$ cat src/rtl/gates_exhaustive_driver.sv
// Exhaustive stimulus sweeper for small combinational self-checkers.
// Drives every vector in ascending order, samples fail_i after a settle window.
module gates_exhaustive_driver #(
    parameter int W      = 2,
    parameter int SETTLE = 1
) (
    input  logic         clk,
    input  logic         rst,
    input  logic         start,
    output logic [W-1:0] stim_o,
    input  logic         fail_i,
    output logic         busy,
    output logic         done,
    output logic         pass,
    output logic [W:0]   fail_cnt,
    output logic         first_fail_vld,
    output logic [W-1:0] first_fail_vec
);

    typedef enum logic [1:0] {
        S_IDLE,
        S_RUN,
        S_DONE
    } state_t;

    localparam logic [7:0]   SET_INIT = 8'(SETTLE);
    localparam logic [W-1:0] LAST_VEC = {W{1'b1}};

    state_t     r_state;
    logic [7:0] r_settle;
    logic [W:0] w_cnt_nxt;

    // Count including the vector being sampled this cycle
    assign w_cnt_nxt = fail_cnt + {{W{1'b0}}, fail_i};

    always_ff @(posedge clk or posedge rst) begin
        if (rst) begin
            r_state        <= S_IDLE;
            r_settle       <= 8'd0;
            stim_o         <= '0;
            busy           <= 1'b0;
            done           <= 1'b0;
            pass           <= 1'b0;
            fail_cnt       <= '0;
            first_fail_vld <= 1'b0;
            first_fail_vec <= '0;
        end else begin
            case (r_state)
                S_IDLE: begin
                    done <= 1'b0;
                    if (start) begin
                        r_state        <= S_RUN;
                        busy           <= 1'b1;
                        stim_o         <= '0;
                        r_settle       <= SET_INIT;
                        fail_cnt       <= '0;
                        first_fail_vld <= 1'b0;
                        first_fail_vec <= '0;
                        pass           <= 1'b0;
                    end
                end
                S_RUN: begin
                    if (r_settle != 8'd0) begin
                        r_settle <= r_settle - 8'd1;
                    end else begin
                        if (fail_i) begin
                            fail_cnt <= w_cnt_nxt;
                            if (!first_fail_vld) begin
                                first_fail_vld <= 1'b1;
                                first_fail_vec <= stim_o;
                            end
                        end
                        if (stim_o == LAST_VEC) begin
                            r_state <= S_DONE;
                            busy    <= 1'b0;
                            done    <= 1'b1;
                            stim_o  <= '0;
                            pass    <= (w_cnt_nxt == '0);
                        end else begin
                            stim_o   <= stim_o + 1'b1;
                            r_settle <= SET_INIT;
                        end
                    end
                end
                S_DONE: begin
                    r_state <= S_IDLE;
                    done    <= 1'b0;
                end
                default: begin
                    r_state <= S_IDLE;
                    busy    <= 1'b0;
                    done    <= 1'b0;
                end
            endcase
        end
    end

endmodule

$ cat config.mk
export PLATFORM = sky130hd
export DESIGN_NAME = gates_exhaustive_driver
export DESIGN_NICKNAME = d
export VERILOG_FILES = /design/src/rtl/gates_exhaustive_driver.sv
export SDC_FILE = /design/constraint.sdc
export NUM_CORES = 1
export LEC_CHECK = 0
export BUFFER_PORTS_ARGS = -buffer_cell sky130_fd_sc_hd__buf_2
export CAP_MARGIN = 0
export CORE_UTILIZATION = 40
export DETAILED_ROUTE_END_ITERATION = 16
export PLACE_DENSITY_LB_ADDON = 0.12
export SLEW_MARGIN = 15
export SYNTH_ARGS = -nofsm -noshare
export SYNTH_HDL_FRONTEND = slang
export SYNTH_SLANG_ARGS = --single-unit
$ cat constraint.sdc
create_clock -name clk -period 2.3 [get_ports clk]
set_input_delay 0.575 -clock clk [delete_from_list [all_inputs] [get_ports clk]]
set_output_delay 0.575 -clock clk [all_outputs]
set_load 0.02 [all_outputs]
# Yosys cells after proc, flatten, opt, wreduce, memory -nomap -nowiden

Cells that the tools add are included.

Bitwise logic cells: 1
$add $sub $neg: 3
Reduce and logical (&&, ||, !) cells: 12
Mux-type cells: 34
Eq/ne operators: 9

Operator list:

| operator                                                           | count |
|---|---|
| 8-bit 2-to-1 mux                                                   | 3 |
| 2-bit 2-to-1 mux                                                   | 9 |
| 8-bit case mux with 2 select lines                                 | 1 |
| 2-bit case mux with 2 select lines                                 | 3 |
| 4-bit AND reduction                                                | 3 |
| 1-bit 2-to-1 mux                                                   | 11 |
| 2-bit inequality test, second input constant                       | 5 |
| 3-bit 2-to-1 mux                                                   | 3 |
| 3-bit AND reduction                                                | 3 |
| 8-bit nonzero test                                                 | 1 |
| 8-bit by 1-bit subtractor with 8-bit output, second input constant | 1 |
| 3-bit case mux with 2 select lines                                 | 1 |
| 5-bit AND reduction                                                | 1 |
| 2-bit == test, second input constant                               | 2 |
| 1-bit case mux with 2 select lines                                 | 2 |
| 3-bit by 1-bit adder with 3-bit output                             | 1 |
| 3-bit logical NOT                                                  | 1 |
| 3-bit inequality test, second input constant                       | 1 |
| 1-bit case mux with 3 select lines                                 | 1 |
| 2-bit by 1-bit adder with 2-bit output, second input constant      | 1 |
| 2-bit by 1-bit == test with 1-bit output, second input constant    | 1 |
| 2-bit logical NOT                                                  | 1 |
| 2-bit AND reduction                                                | 1 |
| 2-bit nonzero test                                                 | 1 |
| 1-bit inverter                                                     | 1 |

Flip-flop bits (word level): 21
Input bits: 4
Output and inout port bits: 11
Logic and storage cells: 68

# Logic depth before layout (Yosys ltp)

Gate-level depths: netlist (run 1).

Depth after elaboration: 5
Mapped depth: 6
Depth with buffers taken out: 6

# Worst setup path before layout (run 1)

Ideal clock, no wire load.

Kind: flip-flop to flip-flop
Start: reg r_settle[0]
End: reg pass
Data required time: 2.175 ns
Setup time: 0.125 ns
Data arrival time: 1.772 ns
Cell stages (with the launch flop): 7
Setup slack: 0.404 ns
Period minus slack after synthesis: 1.896 ns
Cells stage by stage: dfrtp_1 > inv_1 > ha_1 > nor3b_1 > a21oi_1 > nor3_1 > mux2_2

Longest elaborated chain between the ends: 3

RTL lines:

| what                                   | line | source |
|---|---|---|
| from (decl)                            | 30   | `logic [7:0] r_settle;` |
| from (signal assigned)                 | 64   | `r_settle <= r_settle - 8'd1;` |
| 8-bit nonzero test                     | 63   | `if (r_settle != 8'd0) begin` |
| 2-bit inequality test (no source line) | --   |  |
| 4-bit AND reduction (no source line)   | --   |  |
| to (signal assigned)                   | 78   | `pass <= (w_cnt_nxt == '0);` |
| to (decl)                              | 14   | `output logic pass,` |

No other way between the ends.
A chain may end at the register's enable or synchronous reset.

# Final worst setup path (run 1)

Start: reg r_settle[2]
End: reg r_settle[7]

Longest elaborated chain between the ends: 3
Elaborated cells between the ends (all ways): 6
Classes of those cells: 1 x add/sub; 1 x eq/ne; 2 x mux; 2 x reduce/logical

RTL lines:

| what                                                                              | line |
|---|---|
| 8-bit by 1-bit subtractor with 8-bit output or 8-bit nonzero test (tied branches) | 64, 63 |
| 8-bit 2-to-1 mux or 3-bit inequality test (tied branches)                         | -- |
| 8-bit case mux with 2 select lines or 3-bit AND reduction (tied branches)         | -- |

Parallel ways exist; a longest one is shown, timed or not.

==> reports/results.txt, run 1 <==
# setup viols final: 0
Largest net degree at the start of global routing: 22
Met2 wire len: 1.03 mm
Die footprint: 0.00291 mm^2
Cts hold-fix bufs: 0
Drc violations: 0
Number of port buffers: 14
I/O pins: 15
CP max-delay cell: or4_4
Initial antenna violation count: 0
First-pass GRT wire length: 3.66 mm
CTS clk-pin slew, worst paths: 120 ps
Final std cells w/o fill: 164
CP Max Fanout: 6
Yosys top cell area share: 48.7%
WL met3: 53 um
Layout filler cell count: 262
Synth area leaders: dfrtp_1, ha_1, o21ai_0
Seq/Total Area, Yosys: 48.7%
Hold Crit Class: input port to asynchronous set/reset pin
Core area: 0.00252 mm^2
Post-Syn Area: 0.00108 mm^2
Initial DRC count: 8
Post-synth top cells: dfrtp_1, inv_1, o21ai_0, nand2_1, nor2_1
Layout cells sized above 1: 20.9%
Global Route Usage Sum: 17.9%
EDFF count, synth: 0
DR WL/cell: 13.7 um
Antenna viol nets, final: 0
TNS Setup: 0 ps
Max-cap violations: 0
Post-synth top area cell: dfrtp_1
Syn Inst Count: 112
CP endpoint kind: flop
Final hold vios: 0
Chip Height: 54.0 um
Relative slew slack: 78.3%
Top-count cell post-synth: dfrtp_1
Placed Instance Area: 0.00122 mm^2
Power density of the placed cells: 1150 mW/mm^2
Vias per inst: 5.28
CTS H-tree depth: 1
Synth Register Bits: 21
Routability cong.: 0.835
Yosys warning count: 0
Area grow syn2layout: 15.6%
Total congestion overflow: 0
Asr flop ratio synth: 100%
PostCTS Resize Cnt: 0
Antenna cells: 0
TritonCTS buffer count: 3
Post-CTS setup buffer count: 0
Flop2flop setup slack: 380 ps
Worst vdd ir: 0.000558 V
Max-slew violation count: 0
Critical path's top delay family: simple AND/OR/NAND/NOR gates
Clk root buf: clkbuf_4
Slowest stage delay, CP: 570 ps
Nets: 144
HPWL Detailed: 1.71 mm
FF+latch area: 526 um^2
Synth Net Count: 121
Leak: 0.615 nW
Worst Path Buf+Inv: 0
Top Metal Used: met4
Crit path required time: 2500 ps
Final min period: 1920 ps
Placed cells: 160
Count of cell types in the netlist: 34
RSZ-0062 raised after global routing: false
Layout Skew: 7.12 ps
Worst R2R Start: r_settle[2]$_DFFE_PP0P_
Pre-antenna DRT Iters: 3
Site Rows: 18
Startpoint class of the critical path: flop
Routed via count: 866
Slew @ Worst Pin: 324 ps
Final wirelength: 2.25 mm
Number of global-route vias before repair: 839
Top_reg_cell synth: dfrtp_1
Starting Density: 42.8%
Worst skew pair latency: 300 ps
Footprint of the multi-input gates: 502 um^2
Avg Cell Area, Syn: 9.64 um^2
Status: finished clean
Fin area: 0.00125 mm^2
Critical path type: flop to flop
Crit path cell chain: or4_4, or4_1, a21o_1, a21o_1
CTS tree: built
Most frequent cell on the critical path: a21o_1
Crit path DAT: 2120 ps
R2R depth: 4
M1 WL: 1.15 mm
Die W: 54.0 um
Fmax: 521 MHz
CTS Sinks: 21
RR Endpoint: r_settle[7]$_DFFE_PP0P_
Fin crit share: 83.4%
CTS max path bufs: 2
## area by class of cell
type | instances | share of cell area, %
Multi-Input combinational cell | 77 | 40.2
Clock inverter | 1 | 0.401
Clock buffer | 3 | 1.80
Timing Repair Buffer | 19 | 8.62
Tap cell | 30 | 3.01
Sequential cell | 21 | 42.1
Inverter | 13 | 3.91
## worst register-to-register path, delay by kind of cell (launching register included)
kind / cells / cell delay, ps
and+or+nand+nor: 2 / 1000
DFF: 1 / 460
AOI/OAI and AO/OA: 2 / 360
## placed cells by master, fill, tap and decap left out, drive strengths merged, types with 2 or more instances in the layout
| cell | count |
|---|---|
| xnor2 | 2 |
| o21ai | 13 |
| buf | 19 |
| a22o | 2 |
| mux2i | 3 |
| nand4 | 2 |
| inv | 13 |
| nor4 | 2 |
| nand3 | 4 |
| or3b | 2 |
| clkbuf | 3 |
| nor2 | 6 |
| or3 | 2 |
| ha | 5 |
| a21oi | 5 |
| nand2 | 10 |
| or4 | 2 |
| a21o | 2 |
| dfrtp | 21 |
| nor3 | 3 |
## metal layers
metal	up-vias	track usage, %
met1	415	23.7
met3	2	2.82
met5	-	0
met2	12	28.4
li1	437	-
met4	0	8.33
## registers in the layout (all words and copies together), names as in the netlist
signal	count
stim_o	2
r_settle	8
fail_cnt	3
first_fail_vec	2
r_state	2
done	1
first_fail_vld	1
busy	1
pass	1
## where the power goes
part	switching, mW	internal [mW]
Sequential	0.139	0.502
Combinational	0.341	0.279
Clock	0.112	0.0648
Total	0.592	0.845
## logic make-up after synthesis
| kind of cell | after synthesis | synth area share (%) |
|---|---|---|
| and+or+nand+nor | 37 | 18.8 |
| adders and majority gates | 5 | 5.79 |
| DFF | 21 | 48.7 |
| buffers and inverters | 14 | 4.87 |
| AOI/OAI and AO/OA | 28 | 15.6 |
| xor gates and xnor gates | 3 | 2.43 |
| muxes | 4 | 3.82 |
## worst max-delay path by stage
stage          cells after the start               startpoint                             to
2_1_floorplan                      6  r_settle[0]$_DFFE_PP0P_               pass$_DFFE_PP0P_
3_3_place_gp                       4  r_settle[2]$_DFFE_PP0P_        r_settle[7]$_DFFE_PP0P_
3_5_place_dp                       4  r_settle[2]$_DFFE_PP0P_        r_settle[7]$_DFFE_PP0P_
4_1_cts                            4  r_settle[2]$_DFFE_PP0P_        r_settle[7]$_DFFE_PP0P_
5_1_grt                            7  r_settle[0]$_DFFE_PP0P_  first_fail_vec[1]$_DFFE_PP0P_
6_report                           4  r_settle[2]$_DFFE_PP0P_        r_settle[7]$_DFFE_PP0P_
## per-stage QoR
stage	worst slack [ps]	hold WS [ps]	total power, mW	utilization [%]
after global routing	264	292	1.57	49.5
after floorplan	404	490	1.06	-
final	382	278	1.44	49.5
after CTS	372	278	1.46	49.5
after global placement	418	483	1.26	48.4
after detailed placement	399	496	1.27	48.4
No activity file was read; power rests on OpenSTA's default activity.
==> run 2: changes to the inputs <==
==> constraint.sdc (replaced) <==
create_clock -name clk -period 1.7 [get_ports clk]
set_input_delay 0.425 -clock clk [delete_from_list [all_inputs] [get_ports clk]]
set_output_delay 0.425 -clock clk [all_outputs]
set_load 0.02 [all_outputs]
==> run 2 against run 1 <==
The run now ends with negative setup slack left. Via count grew 9.8%. Total power grew 58%. Non-clock buffer count grew 16. Combinational power grew 94%. First-iteration DRC count grew 38%.
==> reports/results.txt, run 2 (synthesis gave the netlist of run 1 again) <==
CTS clk-pin slew, worst paths: 120 ps
Final worst setup slack: -85.4 ps
Crit path launch: r_settle[5]$_DFFE_PP0P_
Initial antenna violation count: 0
CTS H-tree depth: 1
Clock power share: 10.6%
Logic pwr share: 52.6%
Antenna cells: 0
Crit path required time: 1910 ps
Sequential power share: 36.8%
Core area: 0.00252 mm^2
Worst vdd ir: 0.000972 V
CP max-delay cell: or4_4
RSZ-0062 raised after global routing: true
Total congestion overflow: 0
Top Registers: r_settle (8), fail_cnt (3)
Net Sw Power: 899 uW
Startpoint class of the critical path: flop
Final min period: 1790 ps
Initial DRC count: 11
Fin area: 0.00143 mm^2
TritonCTS buffer count: 3
Commonest non-fill, non-tap cell in the layout: dfrtp_1
Max-cap violations: 0
Crit path cell chain: or4_4, or4_4, a21o_1, a21o_1
Switching Fraction: 39.5%
TNS Setup: -85.4 ps
Drc violations: 0
Site Rows: 18
Starting Density: 42.8%
Die W: 54.0 um
CTS Sinks: 21
WL met3: 60 um
Routed via count: 951
Die footprint: 0.00291 mm^2
Slew @ Worst Pin: 316 ps
CP Max Fanout: 2
RR Endpoint: r_settle[7]$_DFFE_PP0P_
CTS tree: built
Final wirelength: 2.42 mm
Critical path type: flop to flop
Vias per inst: 5.28
Power density of the placed cells: 1590 mW/mm^2
Antenna viol nets, final: 0
CP endpoint kind: flop
Hold Crit Class: input port to asynchronous set/reset pin
Status: finished, violations left
WHS: 126 ps
Number of port buffers: 14
Final hold vios: 0
Worst R2R Start: r_settle[5]$_DFFE_PP0P_
Layout Skew: 4.00 ps
Internal Power: 1.37 mW
HPWL Detailed: 1.81 mm
Area grow syn2layout: 32.2%
Top Metal Used: met4
Pre-antenna DRT Iters: 4
Crit path DAT: 1990 ps
Global Route Usage Sum: 18.7%
Slowest stage delay, CP: 530 ps
Leak: 0.700 nW
# setup viols final: 1
CTS max path bufs: 2
Chip Height: 54.0 um
Placed Instance Area: 0.00134 mm^2
Nets: 160
Worst skew pair latency: 300 ps
Most frequent cells in the layout: dfrtp_1, buf_4, buf_2
First-pass GRT wire length: 3.82 mm
R2R depth: 4
Most flops, register: r_settle
Relative slew slack: 78.9%
Clk root buf: clkbuf_4
Routability cong.: 0.821
Fmax: 560 MHz
I/O pins: 15
Met2 wire len: 1.25 mm
Failing checks: negative setup slack
Layout cells sized above 1: 34.7%
DR WL/cell: 13.4 um
Max reg flops: 8
Max-slew violation count: 0
Largest net degree at the start of global routing: 22
Number of global-route vias before repair: 910
M1 WL: 1.09 mm
Flop2flop setup slack: -90 ps
Fin crit share: 105%
-- run 2: power by group through the flow --
stage | Clock [mW] | Combinational (mW) | Sequential [mW]
after floorplan | 0 | 0.506 | 0.943
after global placement | 0 | 1.08 | 0.827
after detailed placement | 0 | 1.10 | 0.834
after CTS | 0.250 | 1.14 | 0.820
after global routing | 0.275 | 1.34 | 0.862
final | 0.241 | 1.20 | 0.837
-- run 2: what timing repair did --
action                     4_1_cts  5_1_grt
pin swaps                        0        2
resized for setup                3       11
hold buffers                     0        0
setup buffers                    1        0
setup endpoints to repair        6       10
-- run 2: how the worst max path moves through the flow --
stage / cells past startpoint / slack, ps / end
after CTS: 4 / -90 / r_settle[7]$_DFFE_PP0P_
after global placement: 4 / -60 / r_settle[7]$_DFFE_PP0P_
final: 4 / -90 / r_settle[7]$_DFFE_PP0P_
after global routing: 4 / -130 / r_settle[7]$_DFFE_PP0P_
after detailed placement: 4 / -80 / r_settle[7]$_DFFE_PP0P_
after floorplan: 4 / -100 / r_settle[7]$_DFFE_PP0P_
-- run 2: final cells by class --
class	instances	area (um^2)
fillers	226	1090
multi-input cells	77	558
flip-flops and latches	21	526
repair buffers	35	231
inverters	13	48.8
well taps	30	37.5
clock buffers	4	26.3
-- run 2: worst max-delay path: cells and delay by family (launching register included) --
family	cells	cell delay, ps
AOI/OAI and AO/OA	2	340
DFF	1	400
and+or+nand+nor	2	960
-- run 2: metal layers --
metal / global-route usage [%] / up-vias
li1: - / 471
met1: 21.9 / 464
met2: 32.9 / 14
met3: 2.82 / 2
met4: 9.21 / 0
met5: 0 / -
-- run 2: per-stage QoR --
stage	utilization [%]	cells	setup slack, ps	power [mW]
detailed placement	53.2	175	-76.4	1.93
CTS	55.0	180	-87.0	2.21
global placement	53.2	175	-56.2	1.91
floorplan	-	112	-96.7	1.45
finish	56.6	180	-85.4	2.27
global route	56.6	180	-125	2.47
